--- src/rtl/uart_pkg.sv ---
// uart_pkg -- shared definitions for the UART transmitter.
//   state_t            : transmitter FSM state encoding
//   DATA_BITS/STOP_BITS: 8N1 frame shape
//   calc_clks_per_bit  : clock cycles per serial bit (truncating division)
package uart_pkg;

  typedef enum logic [1:0] {
    IDLE  = 2'd0,
    START = 2'd1,
    DATA  = 2'd2,
    STOP  = 2'd3
  } state_t;

  localparam int DATA_BITS = 8;
  localparam int STOP_BITS = 1;

  function automatic int calc_clks_per_bit(input int clk_freq, input int baud_rate);
    return clk_freq / baud_rate;
  endfunction

endpackage

--- src/rtl/uart_baud_gen.sv ---
// uart_baud_gen -- bit-period timer for the UART transmitter.
// Ports:
//   clk     : system clock
//   rst_n   : asynchronous active-low reset
//   en      : count while high (a frame is in progress)
//   restart : force the counter back to 0 (frame accepted)
//   tick    : one-cycle pulse on the last cycle of every bit period
module uart_baud_gen #(
  parameter int CLKS_PER_BIT = 104
) (
  input  logic clk,
  input  logic rst_n,
  input  logic en,
  input  logic restart,
  output logic tick
);

  localparam int CNT_W = $clog2(CLKS_PER_BIT);
  localparam logic [CNT_W-1:0] CNT_LAST = CNT_W'(CLKS_PER_BIT - 1);

  logic [CNT_W-1:0] cnt_reg;

  always_ff @(posedge clk or negedge rst_n) begin
    if (!rst_n) begin
      cnt_reg <= '0;
    end else if (restart) begin
      cnt_reg <= '0;
    end else if (en) begin
      // Wrap to 0 on every bit boundary so each bit is exactly CLKS_PER_BIT long.
      if (cnt_reg == CNT_LAST) begin
        cnt_reg <= '0;
      end else begin
        cnt_reg <= cnt_reg + 1'b1;
      end
    end
  end

  assign tick = en && (cnt_reg == CNT_LAST);

endmodule

--- src/rtl/uart_tx.sv ---
// uart_tx -- 8N1 UART transmitter.
// Parameters:
//   CLK_FREQ  : input clock frequency in Hz
//   BAUD_RATE : serial bit rate in bit/s
// Ports:
//   clk   : system clock
//   rst_n : asynchronous active-low reset
//   start : transmit request (level-sensitive, ignored while busy)
//   data  : byte to transmit, captured when a frame is accepted
//   tx    : registered serial line, idles high
//   busy  : registered, high for the whole frame
module uart_tx
  import uart_pkg::*;
#(
  parameter int CLK_FREQ  = 12000000,
  parameter int BAUD_RATE = 115200
) (
  input  logic       clk,
  input  logic       rst_n,
  input  logic       start,
  input  logic [7:0] data,
  output logic       tx,
  output logic       busy
);

  localparam int CLKS_PER_BIT = calc_clks_per_bit(CLK_FREQ, BAUD_RATE);

  if (CLKS_PER_BIT < 2) begin : g_bad_clks_per_bit
    $error("uart_tx: CLKS_PER_BIT must be at least 2");
  end

  state_t     state_reg;
  logic [7:0] shift_reg;
  logic [2:0] bit_idx_reg;
  logic       tx_reg;
  logic       busy_reg;
  logic       bit_tick;
  logic       accept;

  // A frame is accepted only from IDLE, which is what makes start ignored while busy.
  assign accept = (state_reg == IDLE) && start;

  uart_baud_gen #(
    .CLKS_PER_BIT(CLKS_PER_BIT)
  ) u_baud_gen (
    .clk    (clk),
    .rst_n  (rst_n),
    .en     (busy_reg),
    .restart(accept),
    .tick   (bit_tick)
  );

  always_ff @(posedge clk or negedge rst_n) begin
    if (!rst_n) begin
      state_reg   <= IDLE;
      shift_reg   <= '0;
      bit_idx_reg <= '0;
      tx_reg      <= 1'b1;
      busy_reg    <= 1'b0;
    end else begin
      unique case (state_reg)
        IDLE: begin
          tx_reg   <= 1'b1;
          busy_reg <= 1'b0;
          if (start) begin
            // Snapshot the byte so later changes on data cannot corrupt the frame.
            shift_reg   <= data;
            bit_idx_reg <= '0;
            tx_reg      <= 1'b0;
            busy_reg    <= 1'b1;
            state_reg   <= START;
          end
        end
        START: begin
          if (bit_tick) begin
            tx_reg      <= shift_reg[0];
            bit_idx_reg <= '0;
            state_reg   <= DATA;
          end
        end
        DATA: begin
          if (bit_tick) begin
            if (bit_idx_reg == 3'(DATA_BITS - 1)) begin
              tx_reg    <= 1'b1;
              state_reg <= STOP;
            end else begin
              tx_reg      <= shift_reg[bit_idx_reg + 3'd1];
              bit_idx_reg <= bit_idx_reg + 3'd1;
            end
          end
        end
        STOP: begin
          if (bit_tick) begin
            busy_reg  <= 1'b0;
            state_reg <= IDLE;
          end
        end
        default: begin
          tx_reg    <= 1'b1;
          busy_reg  <= 1'b0;
          state_reg <= IDLE;
        end
      endcase
    end
  end

  assign tx   = tx_reg;
  assign busy = busy_reg;

endmodule

--- config.mk ---
export PLATFORM = sky130hd
export DESIGN_NAME = uart_tx
export DESIGN_NICKNAME = d
export VERILOG_FILES = /design/src/rtl/uart_pkg.sv /design/src/rtl/uart_baud_gen.sv /design/src/rtl/uart_tx.sv
export SDC_FILE = /design/constraint.sdc
export NUM_CORES = 1
export LEC_CHECK = 0
export ABC_AREA = 0
export CAP_MARGIN = 10
export CORE_MARGIN = 2
export CORE_UTILIZATION = 32
export CTS_BUF_LIST = sky130_fd_sc_hd__clkbuf_16
export CTS_CLUSTER_DIAMETER = 40
export DETAILED_ROUTE_END_ITERATION = 10
export HOLD_SLACK_MARGIN = 0.03
export PLACE_DENSITY_LB_ADDON = 0.25
export RECOVER_POWER = 50
export SLEW_MARGIN = 10
export SYNTH_ARGS = -nofsm -noshare
export SYNTH_HDL_FRONTEND = slang
export SYNTH_SLANG_ARGS = --single-unit
--- constraint.sdc ---
create_clock -name clk -period 1.73 [get_ports clk]
set_clock_uncertainty 0.05 [all_clocks]
set_input_delay 0.346 -clock clk [delete_from_list [all_inputs] [get_ports clk]]
set_output_delay 0.346 -clock clk [all_outputs]
set_load 0.02 [all_outputs]
==> metrics.txt <==
Initial Util=0.329; Flop pwr share=0.492; Met2 Routed Length=1350 um; PD cells=596 nW/um2; post-CTS setup buffers=0; Final Routed Wirelength=2890 um; Pre-antenna DRT Iters=4; worst hold path type=reg -> reg; drt wl/cell=12.9 um; I/O pin count=13; layout cells sized above 1=0.282; Worst Tran Pin Value=567 ps; first-pass GRT wire length=5180 um; Vias=1,114; Final Core Density=0.445; combinational fraction of design power=0.034; most frequent cells in the layout=nand2_1 (32), buf_4 (23), dfrtp_1 (19), clkdlybuf4s50_1 (10), nand3_1 (7); 1st-iter DRT viols=27; slowest CP cell=dfrtp_2; Routed Antenna Nets=0; Slew headroom=0.622; fin area=1760 um2; DP HPWL=2160 um; count of pins over their slew limit=0; wire length on met1=1440 um; commonest non-fill, non-tap cell in the layout=nand2_1; vias in the first global route=1,117; internal power=0.845 mW; setup TNS=-58.9 ps; Mapped Cells=139; Seq/Total Area, Yosys=0.425; slowest stage delay, CP=430 ps; Clock Tree Root=clkbuf_16; CTS Buffer Depth=2; GPL Wtd Cong=0.822; worst path required time=1870 ps; post-synthesis mux area share=0.0597; largest net degree at the start of global routing=23; xor/xnor share of the synthesized area=0.0135; Psw=0.201 mW; combinational family with the most area after synthesis=simple AND/OR/NAND/NOR gates; startpoint types=register; power share of the clock group=0.474; hold violation count in the final report=0; status=finished, violations left; Crit Path Max Fanout=4; # setup viols final=3; fin worst setup slack=-25.7 ps; Die H=67.7 um; placed cell areas=1650 um2; post-synth cell types=42; die area=4580 um2; post-DR vias/cell=4.97; most frequent CP cell=ha_4; pre-CTS WS=-104 ps; Net Sw Frac=0.193; #FFs+latches synth=22; total track usage=0.152; Tcrit/Tclk final=1.01; worst skew pair latency=260 ps; worst ir drop on vdd=0.295 mV; crit path DAT=1890 ps; Post-Syn Nets=157; violated checks=setup timing; CTS Sinks=22; # diodes=0; Post-Synth Adder-Cell Area=0.0674; worst path buffer plus inverter count=0; IO buf count=12; die width=67.7 um; synth-to-layout area growth=35.2%; CTS clk-pin slew, worst paths=60 ps; met3 wire length=39 um; Ys Warns=0; crit end category=register; CTS tree=yes; mean post-synth cell area=9.34 um2; antenna violations before repair=0; cell row count=23; Fmax=0.570 GHz; unrepaired setup endpoints after global routing=true; Compound-Gate Fraction of Synth Area=0.140; final routed DRC violation total=0; leakage power total=0.820 nW; top layer in use=met4; Setup CP Type=reg -> reg; Congestion Overflow GR=0; post-synthesis instance area=1300 um2; post-layout minimum cycle time=1760 ps; H-tree depth=1; Final nets=193; ys async rst share=1.00; cell family with most CP delay=adder cells; Max Cap Viol=0; max reg flops=8; Placeable Area=3940 um2; Post-synth EDFFs=0; Synth Flop Type=dfrtp_1; Synth Area in Simple Gates=0.250; Hold WS=425 ps; CP Cell Sequence=ha_4 > ha_4 > mux2_2 > o22ai_1 > o21ai_1 > a22o_2; CTS Buf Count=3
==> worst paths after layout <==
path	start	to	slack, ps	depth (start not counted)
worst max-delay path	bit_idx_reg[0]$_DFFE_PN0P_	tx$_DFFE_PN1P_	-30	6
worst min-delay path	shift_reg[6]$_DFFE_PN0P_	shift_reg[6]$_DFFE_PN0P_	420	2
worst max register to register	bit_idx_reg[0]$_DFFE_PN0P_	tx$_DFFE_PN1P_	-30	6
min in group asynchronous	rst_n	state_reg[0]$_DFFE_PN0P_	560	2
worst min register to register	shift_reg[6]$_DFFE_PN0P_	shift_reg[6]$_DFFE_PN0P_	420	2
max in group asynchronous	rst_n	bit_idx_reg[0]$_DFFE_PN0P_	660	2
==> stage by stage <==
| step | std cells | power, mW |
|---|---|---|
| after floorplan | 139 | 0.525 |
| after global placement | 220 | 0.562 |
| after detailed placement | 220 | 0.562 |
| after CTS | 224 | 1.06 |
| after global routing | 224 | 1.09 |
| final | 224 | 1.05 |
==> cell usage after synthesis, types with 2 or more instances <==
cell type / instances / area (um2)
a221oi_1: 2 / 17.5
o21ai_0: 5 / 25.0
o31ai_1: 2 / 15.0
inv_1: 5 / 18.8
nand4_1: 3 / 18.8
o22ai_1: 2 / 12.5
nor2b_1: 3 / 18.8
a21o_1: 3 / 22.5
mux2_2: 4 / 45.0
ha_1: 7 / 87.6
clkbuf_1: 2 / 7.51
o211ai_1: 2 / 15.0
dfrtp_1: 21 / 526
xor2_1: 2 / 17.5
nand3_1: 7 / 35.0
nand2_1: 32 / 120
nor2_1: 6 / 22.5
nor3_1: 4 / 20.0
a21oi_1: 4 / 20.0
==> area by class of cell <==
| cell class | instances | area (um2) |
|---|---|---|
| fill | 388 | 2190 |
| inverter | 5 | 18.8 |
| sequential | 22 | 554 |
| clock buffer | 3 | 75.1 |
| clock inverter | 1 | 3.75 |
| timing repair buffer | 36 | 297 |
| multi-input combinational | 107 | 744 |
| tap | 50 | 62.6 |
==> power groups by stage <==
| stage | logic, mW | clock network (mW) | registers (mW) |
|---|---|---|---|
| 6_report | 0.0360 | 0.496 | 0.515 |
| 5_1_grt | 0.0398 | 0.537 | 0.514 |
| 4_1_cts | 0.0387 | 0.511 | 0.515 |
| 3_5_place_dp | 0.0383 | 0 | 0.524 |
| 3_3_place_gp | 0.0384 | 0 | 0.524 |
| 2_1_floorplan | 0.000498 | 0 | 0.524 |
==> cells by family after synthesis <==
logic type | after synthesis
flip-flops | 22
AO/OA/AOI/OAI | 26
AND/OR/NAND/NOR | 66
adder cells (fa/ha/maj) | 7
XOR/XNOR | 2
multiplexers | 6
buffers and inverters | 10
==> worst reg2reg max path, cell delays in order (launching register included) <==
cell	delay (ps)
dfrtp_2	430
ha_4	170
ha_4	290
mux2_2	340
o22ai_1	130
o21ai_1	70
a22o_2	210
==> per-layer routing <==
layer  track usage  vias up
met5             0        -
met4        0.0689        0
met3        0.0200        5
met2         0.235       11
met1         0.210      538
li1              -      560
==> repair_timing <==
action,in CTS,in global routing
endpoints found under the setup margin,6,6
resized for setup,8,3
pin swaps,4,2
hold buffers,0,0
Power figures use the tool's default switching activity.
